<file path="src/rtl/fighter_sprite_ctrl.sv">
// ---------------------------------------------------------------------------
// fighter_sprite_ctrl
//
// Per-pixel sequencer for one fighter sprite. It maps the VGA scan position to
// a sprite ROM address, with optional horizontal mirroring. It passes the
// returned colour index to the fighter palette and keys out the transparent
// index. It also runs the hit-flash FSM, which whitens the sprite for a fixed
// number of frames.
//
// The pipeline has a latency of exactly 2 cycles and accepts one pixel per
// cycle:
//   cycle N   : bounds check and rom_addr (combinational from the inputs)
//   cycle N+1 : rom_index returns and goes straight out as pal_index; the
//               palette answers combinationally
//   cycle N+2 : out_* are valid from the output register
//
// Ports
//   Clk, Reset               pixel clock, synchronous active-high reset
//   pix_valid, draw_x/y      scan position of the current visible pixel
//   frame_start              one-cycle pulse per frame (drives flash timing)
//   pos_x/y, facing_left     sprite placement and mirroring, sampled per pixel
//   hit                      starts or restarts the flash sequence
//   rom_addr / rom_index     synchronous sprite ROM, 1-cycle read latency
//   pal_index / pal_rgb      combinational palette lookup
//   out_valid, out_opaque,
//   out_red/green/blue       final pixel, 2 cycles after the input pixel
//   flashing                 flash FSM is not idle
// ---------------------------------------------------------------------------
module fighter_sprite_ctrl #(
    parameter int SPR_W         = 64,
    parameter int SPR_H         = 96,
    parameter int ADDR_W        = 13,
    parameter int TRANSP_INDEX  = 0,
    parameter int FLASH_FRAMES  = 4,
    parameter int FLASH_TOGGLES = 6
) (
    input  logic              Clk,
    input  logic              Reset,
    input  logic              pix_valid,
    input  logic [9:0]        draw_x,
    input  logic [9:0]        draw_y,
    input  logic              frame_start,
    input  logic [9:0]        pos_x,
    input  logic [9:0]        pos_y,
    input  logic              facing_left,
    input  logic              hit,
    output logic [ADDR_W-1:0] rom_addr,
    input  logic [3:0]        rom_index,
    output logic [3:0]        pal_index,
    input  logic [3:0]        pal_red,
    input  logic [3:0]        pal_green,
    input  logic [3:0]        pal_blue,
    output logic              out_valid,
    output logic              out_opaque,
    output logic [3:0]        out_red,
    output logic [3:0]        out_green,
    output logic [3:0]        out_blue,
    output logic              flashing
);

    localparam int COL_W = $clog2(SPR_W);
    localparam int FC_W  = $clog2(FLASH_FRAMES + 1);
    localparam int TC_W  = $clog2(FLASH_TOGGLES + 1);

    typedef enum logic [1:0] {IDLE, FLASH_ON, FLASH_OFF} state_e;

    state_e            state_q, state_d;
    logic [FC_W-1:0]   frame_cnt_q, frame_cnt_d;
    logic [TC_W-1:0]   tog_cnt_q, tog_cnt_d;
    logic              flashing_q, flashing_d;

    logic              s1_valid_q, s1_valid_d;
    logic              s1_inbox_q, s1_inbox_d;
    logic              s1_flash_q, s1_flash_d;

    logic              out_valid_q, out_valid_d;
    logic              out_opaque_q, out_opaque_d;
    logic [11:0]       out_rgb_q, out_rgb_d;

    logic [10:0]       x_end, y_end;
    logic              in_box;
    logic [COL_W-1:0]  dx, col;
    logic [9:0]        dy;

    // Stage 0: bounds check and ROM address.
    always_comb begin
        // The end bounds are 11 bits wide, so a sprite near column or row 1023
        // does not wrap back to zero.
        x_end  = {1'b0, pos_x} + 11'(SPR_W);
        y_end  = {1'b0, pos_y} + 11'(SPR_H);
        in_box = pix_valid
               & ({1'b0, draw_x} >= {1'b0, pos_x}) & ({1'b0, draw_x} < x_end)
               & ({1'b0, draw_y} >= {1'b0, pos_y}) & ({1'b0, draw_y} < y_end);
        dx     = COL_W'(draw_x - pos_x);
        dy     = draw_y - pos_y;
        // SPR_W is a power of two, so SPR_W-1-dx is the bitwise inverse of dx.
        col    = facing_left ? ~dx : dx;
        rom_addr = '0;
        if (in_box && !Reset) begin
            rom_addr = (ADDR_W'(dy) << COL_W) | ADDR_W'(col);
        end
    end

    // Stage 1: the ROM data goes straight to the palette.
    assign pal_index = Reset ? 4'd0 : rom_index;

    // Pipeline and output register inputs.
    always_comb begin
        s1_valid_d   = pix_valid;
        s1_inbox_d   = in_box;
        s1_flash_d   = (state_q == FLASH_ON);
        out_valid_d  = s1_valid_q;
        out_opaque_d = s1_inbox_q & (rom_index != 4'(TRANSP_INDEX));
        out_rgb_d    = 12'h000;
        if (out_opaque_d) begin
            out_rgb_d = s1_flash_q ? 12'hFFF : {pal_red, pal_green, pal_blue};
        end
    end

    // Flash FSM: next state and counters. A hit always restarts the sequence.
    always_comb begin
        // NOTE: every signal gets a default first, so no path leaves one
        // unassigned and no latch is inferred.
        state_d     = state_q;
        frame_cnt_d = frame_cnt_q;
        tog_cnt_d   = tog_cnt_q;
        if (hit) begin
            state_d     = FLASH_ON;
            frame_cnt_d = '0;
            tog_cnt_d   = '0;
        end else if (frame_start && state_q != IDLE) begin
            if (frame_cnt_q == FC_W'(FLASH_FRAMES - 1)) begin
                frame_cnt_d = '0;
                tog_cnt_d   = tog_cnt_q + 1'b1;
                if (tog_cnt_d == TC_W'(FLASH_TOGGLES)) begin
                    state_d   = IDLE;
                    tog_cnt_d = '0;
                end else begin
                    state_d = (state_q == FLASH_ON) ? FLASH_OFF : FLASH_ON;
                end
            end else begin
                frame_cnt_d = frame_cnt_q + 1'b1;
            end
        end
        flashing_d = (state_d != IDLE);
    end

    // NOTE: sequential state uses non-blocking assignments only, so every flop
    // samples the values from before the edge. Reset clears the whole
    // pipeline, which drops in-flight pixels.
    always_ff @(posedge Clk) begin
        if (Reset) begin
            state_q      <= IDLE;
            frame_cnt_q  <= '0;
            tog_cnt_q    <= '0;
            flashing_q   <= 1'b0;
            s1_valid_q   <= 1'b0;
            s1_inbox_q   <= 1'b0;
            s1_flash_q   <= 1'b0;
            out_valid_q  <= 1'b0;
            out_opaque_q <= 1'b0;
            out_rgb_q    <= 12'h000;
        end else begin
            state_q      <= state_d;
            frame_cnt_q  <= frame_cnt_d;
            tog_cnt_q    <= tog_cnt_d;
            flashing_q   <= flashing_d;
            s1_valid_q   <= s1_valid_d;
            s1_inbox_q   <= s1_inbox_d;
            s1_flash_q   <= s1_flash_d;
            out_valid_q  <= out_valid_d;
            out_opaque_q <= out_opaque_d;
            out_rgb_q    <= out_rgb_d;
        end
    end

    assign out_valid  = out_valid_q;
    assign out_opaque = out_opaque_q;
    assign out_red    = out_rgb_q[11:8];
    assign out_green  = out_rgb_q[7:4];
    assign out_blue   = out_rgb_q[3:0];
    assign flashing   = flashing_q;

endmodule

</file>
<file path="config.mk">
export PLATFORM = sky130hd
export DESIGN_NAME = fighter_sprite_ctrl
export DESIGN_NICKNAME = d
export VERILOG_FILES = /design/src/rtl/fighter_sprite_ctrl.sv
export SDC_FILE = /design/constraint.sdc
export NUM_CORES = 1
export LEC_CHECK = 0
export CORE_MARGIN = 3
export CORE_UTILIZATION = 44
export CTS_BUF_LIST = sky130_fd_sc_hd__clkbuf_4 sky130_fd_sc_hd__clkbuf_8
export CTS_CLUSTER_DIAMETER = 150
export DETAILED_ROUTE_END_ITERATION = 6
export GPL_TIMING_DRIVEN = 0
export PLACE_DENSITY = 0.82
export SLEW_MARGIN = 30
export SYNTH_ARGS = -nofsm -noshare
export SYNTH_HDL_FRONTEND = slang
export SYNTH_SLANG_ARGS = --single-unit
</file>
<file path="constraint.sdc">
create_clock -name Clk -period 3.3 [get_ports Clk]
set_clock_uncertainty 0.2 [all_clocks]
set_input_delay 0.33 -clock Clk [delete_from_list [all_inputs] [get_ports Clk]]
set_output_delay 0.33 -clock Clk [all_outputs]
set_load 0.02 [all_outputs]
</file>
; ---- Word level (Yosys, flattened, before mapping)
; Index checks and enable logic that the tools add are counted.
[word_totals]
ff_bits = 26
out_inout_bits = 32
word_cells = 51
input_bits = 62
[classes]
eq_ne = 3
add_sub_neg = 6
n_lt_le_gt_ge = 4
n_mux = 11
n_reduce_logical = 9
n_bitwise = 8
[ops]
columns = op, n
row1 = "adder 10 x 7 -> 11 bit, second input constant", 2
row2 = < comparator 10 x 11 -> 1 bit, 2
row3 = >= comparator 10 bit, 2
row4 = two-way mux 13 bit, 1
row5 = bitwise OR 13 x 6 -> 13 bit, 1
row6 = two-way mux 12 bit, 1
row7 = two-way mux 2 bit, 5
row8 = subtractor 7 bit, 1
row9 = "adder 3 x 1 -> 3 bit, second input constant", 2
row10 = two-way mux 3 bit, 2
row11 = two-way mux 6 bit, 1
row12 = inverter 6 bit, 1
row13 = subtractor 6 bit, 1
row14 = AND 1 bit, 5
row15 = two-way mux 4 bit, 1
row16 = nonzero test 2 bit, 2
row17 = nonzero test 4 bit, 1
row18 = OR reduction 2 bit, 2
row19 = "equality test 3 x 2 -> 1 bit, second input constant", 1
row20 = "equality test 3 bit, second input constant", 1
row21 = "equality test 2 x 1 -> 1 bit, second input constant", 1
row22 = logical AND 1 bit, 2
row23 = AND reduction 2 bit, 1
row24 = logical NOT 1 bit, 1
row25 = inverter 1 bit, 1

; ---- Logic depth before layout (Yosys ltp)
; Gate-level depths: netlist of the first run.
[logic_depth]
depth_word = 7
ltp_mapped = 10
mapped_depth_nobuf = 9

; ---- Least setup slack after synthesis of the first run
; Ideal clock, no wire load.
[synth_timing]
path_kind = input to output
from = in pos_x[6]
to = out rom_addr[11]
required_time_ps = 2770
cell_stages = 8
path_buffers = 0
t_arrival_ps = 2333
slack_ps = 437
path_cell_list = ha_1 > xnor2_1 > ha_1 > a21o_1 > a21oi_1 > o221a_2 > o311ai_4 > nor4b_1
[synth_between]
elab_chain_cells = 7
elab_cells_between_ends = 9
cone_classes = 1 x add/sub / 2 x order compare / 1 x mux / 4 x bitwise / 1 x reduce/logical
[synth_lines]
columns = element, line_no
row1 = "start, declared", 43  ; input logic [9:0] pos_x,
row2 = adder 10 x 7 -> 11 bit / >= comparator 10 bit (equally long branches), "89, 92"
row3 = < comparator 10 x 11 -> 1 bit / AND 1 bit (equally long branches), 92  ; & ({1'b0, draw_x} >= {1'b0, pos_x}) & ({1'b0, draw_x} < x_end)
row4 = AND 1 bit *, 92
row5 = AND 1 bit * (2 in series), 93  ; & ({1'b0, draw_y} >= {1'b0, pos_y}) & ({1'b0, draw_y} < y_end);
row6 = logical AND 1 bit *, 99  ; if (in_box && !Reset) begin
row7 = two-way mux 13 bit *, 99
row8 = "end, declared", 47  ; output logic [ADDR_W-1:0] rom_addr,
; Mark *: on every way between the ends. The rest lies on a longest branch, timed or not.

; ---- Worst setup path in the final report of the first run
[layout_timing]
from = in pos_x[2]
to = out rom_addr[5]
[layout_between]
elab_chain_cells = 7
elab_cells_between_ends = 13
cone_classes = 2 x add/sub / 2 x order compare / 2 x mux / 6 x bitwise / 1 x reduce/logical
[layout_lines]
columns = element, line_no
row1 = adder 10 x 7 -> 11 bit / >= comparator 10 bit (equally long branches), "89, 92"
row2 = < comparator 10 x 11 -> 1 bit / AND 1 bit (equally long branches), 92
row3 = AND 1 bit, 92
row4 = AND 1 bit (2 in series), 93
row5 = logical AND 1 bit, 99
row6 = two-way mux 13 bit *, 99
; Marks and branches as above.

==> results of run 1 <==
==> per-layer routing <==
| layer | track usage (%) | up-vias | wire (um) |
|---|---|---|---|
| li1 | - | 1087 | - |
| met2 | 36.53 | 59 | 3053 |
| met4 | 6.228 | 0 | 115 |
| met5 | 0 | - | 0 |
| met3 | 2.817 | 12 | 298 |
| met1 | 22.25 | 991 | 2334 |
==> worst max-delay path: stages <==
cell and delay (ns):
clkdlybuf4s50_1 0.46, inv_1 0.04, ha_1 0.34, a21oi_1 0.28, a21boi_0 0.13, o21a_1 0.19, or3b_1 0.36, a211oi_2 0.26
clkdlybuf4s15_2 0.29
==> layout make-up <==
| cell class | instances | area [um2] | area share, % |
|---|---|---|---|
| Clock buffer | 3 | 41.29 | 1.224 |
| Tap cell | 67 | 83.83 | 2.486 |
| Inverter | 26 | 97.59 | 2.894 |
| Clock inverter | 1 | 30.03 | 0.8905 |
| Buffer | 8 | 45.04 | 1.336 |
| Sequential cell | 26 | 520.5 | 15.44 |
| Timing Repair Buffer | 96 | 915.9 | 27.16 |
| Multi-Input combinational cell | 189 | 1638 | 48.57 |
==> power by group <==
group | switching (mW) | internal, mW | total, mW
sequential | 0.00261 | 0.319 | 0.321
combinational | 0.169 | 0.192 | 0.361
clock | 0.101 | 0.162 | 0.263
==> cell families (layout without fill, tap and decap cells) <==
family                     after synthesis  count (layout)  share of synthesized area, %
buffers and inverters                   34             134                         6.383
AOI/OAI and AO/OA                       64              64                         22.34
and+or+nand+nor                         68              68                         18.81
muxes                                    2               2                        0.8959
DFF                                     26              26                         23.29
adders and majority gates               36              36                         20.83
xor gates and xnor gates                19              19                         7.447
==> cells in the final DEF, fill, tap and decap left out, types with 9 or more instances in the layout <==
cell type,netlist,routed
xor2_1,9,9
ha_1,34,31
nor3_2,9,9
a21oi_1,14,12
inv_1,26,24
buf_2,0,12
xnor2_1,10,10
dfxtp_1,26,26
o21a_1,15,15
nor2_1,18,17
nor2b_1,9,9
clkdlybuf4s50_1,0,74
==> flip-flops by register name (all words and copies together), names as in the netlist <==
name / flops
s1_flash_q: 1
out_valid: 1
frame_cnt_q: 3
tog_cnt_q: 3
out_opaque: 1
s1_inbox_q: 1
flashing: 1
state_q: 2
out_rgb_q: 12
out_valid_d: 1
==> path summary, 6_finish.rpt <==
| path | slack, ns | start | end | cells past startpoint |
|---|---|---|---|---|
| setup / recovery | 0.09 | pos_x[2] | rom_addr[5] | 9 |
| hold reg to reg | 0.25 | out_valid_d$_SDFF_PP0_ | out_valid$_SDFF_PP0_ | 1 |
| hold / removal | 0.25 | out_valid_d$_SDFF_PP0_ | out_valid$_SDFF_PP0_ | 1 |
| setup reg to reg | 1.40 | frame_cnt_q[0]$_SDFFE_PP0P_ | state_q[0]$_SDFF_PP0_ | 7 |
==> per-stage QoR <==
step	power [mW]	area [um2]
after global placement	0.6548	3239
after CTS	0.9348	3284
final	0.9456	3372
after floorplan	0.5315	2235
after detailed placement	0.6632	3239
after global routing	1.004	3372
==> repair_timing <==
| item | CTS | global route |
|---|---|---|
| pin swaps | 4 | 4 |
| resized for setup | 63 | 21 |
| gates cloned | 1 | 1 |
| setup buffers | 1 | 1 |
| setup endpoints to repair | 13 | 13 |
==> flow_summary.json, run 1 <==
{
  "status": "finished, final reports clean",
  "hold_violations": 0,
  "yosys_register_bits": 26,
  "post_cts_hold_buffer_count": 0,
  "worst_slack_placed_ns": -0.5421,
  "place.detailed.instances": 408,
  "yosys.cell_count.top_type": "ha_1",
  "syn-instance-count": 249,
  "cts-buffers-inserted": 3,
  "synthFlopType": "dfxtp_1",
  "core_mm2": 0.004817,
  "postRouteAntennaNets": 0,
  "worst_ep_required_time_ns": 2.77,
  "filler_cell_count": 433,
  "clock_insertion_delay_worst_skew_ns": 0.27,
  "grt_pass1_wl_um": 9729,
  "die_h_um": 77.27,
  "synth_sequential_area_ratio_pct": 23.29,
  "criticalPathCategory": "in -> out",
  "avgRoutedWirePerCell_um": 13.95,
  "min_period_over_period_pct": 97.23,
  "postLayoutSetupSlackWorst_ns": 0.09149,
  "tritoncts": "done",
  "syn-num-nets": 347,
  "setup_total_negative_slack_ns": 0,
  "slew_viol_final": 0,
  "post-synth-top-area-cell": "dfxtp_1",
  "drive_gt1_share_pct": 17.19,
  "route.final.wire_length_um": 5802,
  "globalRouteTotalUtil_pct": 19.44,
  "antenna-diode-count": 0,
  "synth.cell_area_mm2": 0.002235,
  "critical_path_peak_fanout": 5,
  "synth.area.top_cells": "dfxtp_1 23%, ha_1 19%, o21a_1 5.0%",
  "final_core_util_pct": 70.00,
  "final-setup-viol-count": 0,
  "cts_root_buffer": "clkbuf_8",
  "firstDrtPassIters": 4,
  "initial_core_util_pct": 46.39,
  "count_of_flip_flops_with_a_built_in_enable_after_synthesis": 0,
  "clock.fmax_mhz": 311.7,
  "first_iter_violations": 74,
  "cts-htree-levels": 1,
  "num_rows": 25,
  "avgSynthCellArea_um2": 8.974,
  "ios": 94,
  "critical_path_capture_point_type": "primary output",
  "first_global_vias": 2179,
  "grt_start_max_net_pins": 16,
  "globalRouteOverflowTotal": 0,
  "power_density_mw_per_mm2": 280.4,
  "power.static_leakage_nw": 1.475,
  "max_cap_viol_count": 0,
  "synth_cell_type_count": 52,
  "area.growth.synth_to_final_pct": 50.90,
  "hp-class": "reg -> reg",
  "route.vias.total": 2149,
  "max_slew_margin_pct": 68.43,
  "finalNetCount": 448,
  "cp_data_arrival_time_ns": 2.68,
  "worst_pin_slew_ns": 0.4726,
  "io_buffer_count": 92,
  "cts.sinks": 26,
  "final_cell_count_no_fill": 416,
  "yosys_warnings": 0,
  "synth-async-reset-ratio_pct": 0,
  "cts_max_path_buffers": 2,
  "fin_worst_hold_slack_ns": 0.2542,
  "drt_drc_violations_left": 0,
  "drt-vias-per-instance": 5.166,
  "layout_min_cycle_time_ns": 3.209,
  "antenna_found_initial": 0,
  "yosysTopAreaCellShare_pct": 23.29,
  "place.detailed.hpwl_um": 4708,
  "max-vdd-ir-drop_v": 0.0001664,
  "start_kind": "input port",
  "clkSlewWorstSetupHoldPaths_ns": 0.09,
  "floorplan.die.width_um": 77.27,
  "globalplace.congestion": 0.8354,
  "ranking_of_synthesized_cells_by_instance_count": "34 x ha_1, 26 x dfxtp_1, 26 x inv_1, 18 x nor2_1, 15 x o21a_1",
  "design.die.area_mm2": 0.005970
}
Note: power is estimated with default switching activity, not from simulation.
==> run 2: changes to the inputs <==
--- a/config.mk
+++ b/config.mk
@@ -12,7 +12,7 @@
 export DETAILED_ROUTE_END_ITERATION = 6
 export GPL_TIMING_DRIVEN = 0
 export PLACE_DENSITY = 0.82
-export SLEW_MARGIN = 30
 export SYNTH_ARGS = -nofsm -noshare
 export SYNTH_HDL_FRONTEND = slang
 export SYNTH_SLANG_ARGS = --single-unit
+export TNS_END_PERCENT = 100
==> results of run 2 <==
No change in the layout: final DEF, timing and power equal those of run 1.
==> run 3: changes to the inputs <==
--- a/config.mk
+++ b/config.mk
@@ -5,13 +5,13 @@
 export SDC_FILE = /design/constraint.sdc
 export NUM_CORES = 1
 export LEC_CHECK = 0
+export ABC_AREA = 1
 export CORE_MARGIN = 3
-export CORE_UTILIZATION = 44
+export CORE_UTILIZATION = 32
 export CTS_BUF_LIST = sky130_fd_sc_hd__clkbuf_4 sky130_fd_sc_hd__clkbuf_8
 export CTS_CLUSTER_DIAMETER = 150
 export DETAILED_ROUTE_END_ITERATION = 6
 export GPL_TIMING_DRIVEN = 0
-export PLACE_DENSITY = 0.82
 export SYNTH_ARGS = -nofsm -noshare
 export SYNTH_HDL_FRONTEND = slang
 export SYNTH_SLANG_ARGS = --single-unit
==> flow_summary.json, run 3 <==
{
  "cts_max_path_buffers": 2,
  "muxShareOfSynthArea_pct": 0,
  "cts-htree-levels": 1,
  "avgSynthCellArea_um2": 6.957,
  "core_mm2": 0.006568,
  "final_cell_count_no_fill": 512,
  "timing.critical_path.max_delay_family": "buffers and inverters",
  "synth-simple-area-share_pct": 28.23,
  "clkSlewWorstSetupHoldPaths_ns": 0.09,
  "layout_min_cycle_time_ns": 3.123,
  "place.detailed.instances": 508,
  "power.static_leakage_nw": 1.657,
  "hold_violations": 0,
  "globalplace.congestion": 0.8381,
  "num_rows": 29,
  "status": "finished, final reports clean",
  "power_density_mw_per_mm2": 258.1,
  "yosysTopAreaCellShare_pct": 23.16,
  "postRouteAntennaNets": 0,
  "antenna_found_initial": 0,
  "globalRouteTotalUtil_pct": 12.63,
  "slowest_delay_ns": 0.48,
  "synth_top_family_by_area": "simple AND/OR/NAND/NOR gates",
  "max-vdd-ir-drop_v": 0.0001333,
  "cts-buffers-inserted": 3,
  "design_power_total_mw": 0.8513,
  "ranking_of_synthesized_cells_by_instance_count": "62 x inv_1, 59 x nor2_1, 52 x nand2_1, 34 x ha_1, 26 x dfxtp_1",
  "post_synth_fa_ha_maj_area_fraction_pct": 20.71,
  "tritoncts": "done",
  "commonest_non_fill_non_tap_cell_in_the_layout": "clkdlybuf4s50_1",
  "most-common-layout-cells": "79 x clkdlybuf4s50_1, 62 x inv_1, 59 x nor2_1, 52 x nand2_1, 34 x ha_1",
  "global_route.peak_usage_layer": "met2",
  "grt_pass1_wl_um": 8935,
  "syn-num-nets": 421,
  "hp-class": "reg -> reg",
  "globalRouteMet2Util_pct": 22.24,
  "worst_slack_placed_ns": -0.3390,
  "antenna-diode-count": 0,
  "area.growth.synth_to_final_pct": 46.77,
  "max_reg_flops": 12,
  "ios": 94,
  "globalRouteOverflowTotal": 0,
  "route.vias.total": 2170,
  "critical_path_capture_point_type": "primary output",
  "place.detailed.hpwl_um": 4331,
  "largest_registers_in_the_final_layout": "out_rgb_q (12), frame_cnt_q (3), tog_cnt_q (3)",
  "floorplan.die.width_um": 89.80,
  "cp_num_buf_inv": 3,
  "first_global_vias": 2138,
  "synth_cell_type_count": 32,
  "grt_start_max_net_pins": 15,
  "drt_drc_violations_left": 0,
  "synth.cell_area_mm2": 0.002247,
  "cts_root_buffer": "clkbuf_8",
  "start_kind": "input port",
  "rsz0062_at_grt": "no",
  "first_iter_violations": 65,
  "drt-vias-per-instance": 4.238,
  "final-setup-viol-count": 0,
  "finalNetCount": 518,
  "cp_data_arrival_time_ns": 2.59,
  "yosys_warnings": 0,
  "clock_insertion_delay_worst_skew_ns": 0.26,
  "synth.area.top_cells": "dfxtp_1 23%, ha_1 19%, inv_1 10%",
  "min_period_over_period_pct": 94.62,
  "worst_pin_slew_ns": 0.4394,
  "regMostFlops": "out_rgb_q",
  "yosys.area_share.xor_xnor_pct": 8.575,
  "grt_util_met3_pct": 2.504,
  "io_buffer_count": 92,
  "syn-instance-count": 323,
  "timing.critical_path.slowest_stage_cell": "clkdlybuf4s50_1",
  "slew_viol_final": 0,
  "criticalPathCategory": "in -> out",
  "cts.sinks": 26,
  "yosys_register_bits": 26,
  "yosys.cell_count.top_type": "inv_1",
  "max_cap_viol_count": 0,
  "grt.met1_usage_pct": 16.13,
  "initial_core_util_pct": 34.22,
  "fin_worst_hold_slack_ns": 0.2043,
  "drive_gt1_share_pct": 7.637,
  "worstPathCellList": "clkdlybuf4s50_1 -> inv_1 -> ha_1 -> ha_1 -> a21oi_1 -> a21boi_1 -> nand2_1 -> nand2_1 -> nand4_4 -> nor2_1 -> dlygate4sd2_1",
  "route.final.wire_length_um": 5098,
  "setup_total_negative_slack_ns": 0,
  "avgRoutedWirePerCell_um": 9.957,
  "max_slew_margin_pct": 70.71,
  "synth-compound-area-share_pct": 7.739,
  "critical_path_peak_fanout": 5,
  "die_h_um": 89.80,
  "postLayoutSetupSlackWorst_ns": 0.1774,
  "post-synth-top-area-cell": "dfxtp_1",
  "clock.fmax_mhz": 320.2,
  "synthFlopType": "dfxtp_1",
  "worst_ep_required_time_ns": 2.77,
  "design.die.area_mm2": 0.008064,
  "synth-async-reset-ratio_pct": 0,
  "count_of_flip_flops_with_a_built_in_enable_after_synthesis": 0,
  "firstDrtPassIters": 4,
  "synth_sequential_area_ratio_pct": 23.16
}
==> run 3: changes by cell type in the layout (fill, tap and decap cells not counted), sizes merged, moves of 12 or more <==
| cell | previous run | this run |
|---|---|---|
| nor3 | 14 | 2 |
| inv | 26 | 62 |
| nor2 | 19 | 70 |
| o21a | 15 | 0 |
| buf | 18 | 6 |
| nand2 | 2 | 52 |
==> run 3: repair_timing <==
action	in CTS	in global routing
resized for setup	27	11
hold endpoints to repair	0	0
pin swaps	0	1
endpoints found under the setup margin	13	10
setup buffers	0	0
cloned	0	0
hold buffers	0	0
==> run 3: through the flow <==
step	utilization, %	area [um2]
global route	50.22	3298
finish	50.22	3298
floorplan	-	2247
CTS	50.92	3344
global placement	50.01	3284
detailed placement	50.01	3284
==> run 3: worst register-to-register path: cells and delay by family, from the launching register on <==
family | cells | cell delay [ns]
AO/OA/AOI/OAI | 2 | 0.27
adder cells (fa/ha/maj) | 1 | 0.15
buffers and inverters | 1 | 0.04
flip-flops | 1 | 0.36
AND/OR/NAND/NOR | 4 | 0.63
==> run 3: cell type report <==
cell class	count	area, um2
repair buffers	92	870.8
fillers	679	3269
well taps	93	116.4
plain buffers	5	31.28
clock buffers	4	55.05
multi-input cells	230	1471
inverters	62	232.7
flip-flops and latches	26	520.5
==> run 3: power breakdown <==
| group | switching (mW) | leakage (nW) | total [mW] | internal, mW |
|---|---|---|---|---|
| clock network | 0.0936 | 0.0288 | 0.200 | 0.106 |
| registers | 0.00227 | 0.211 | 0.322 | 0.319 |
| logic | 0.164 | 1.42 | 0.330 | 0.166 |
==> run 3: cells by family (layout without fill, tap and decap cells) <==
group           after synthesis  count (layout)
compound gates               29              29
xor+xnor                     22              22
simple gates                143             143
flops                        26              26
fa+ha+maj                    36              36
buf+inv                      67             163
==> run 3: worst paths after layout <==
| kind | startpoint | to | slack [ns] | cells past startpoint |
|---|---|---|---|---|
| min reg2reg | out_valid_d$_SDFF_PP0_ | out_valid$_SDFF_PP0_ | 0.20 | 2 |
| max | pos_y[5] | rom_addr[1] | 0.18 | 11 |
| min | out_valid_d$_SDFF_PP0_ | out_valid$_SDFF_PP0_ | 0.20 | 2 |
| max reg2reg | frame_cnt_q[0]$_SDFFE_PP0P_ | flashing$_SDFF_PP0_ | 1.58 | 8 |
==> run 3: layer usage <==
layer	vias up	part of all wire (%)	routed length, um
li1	1193	-	-
met1	903	48	2446
met2	72	45	2295
met3	2	6.5	329
met4	0	0.51	26
met5	-	0	0
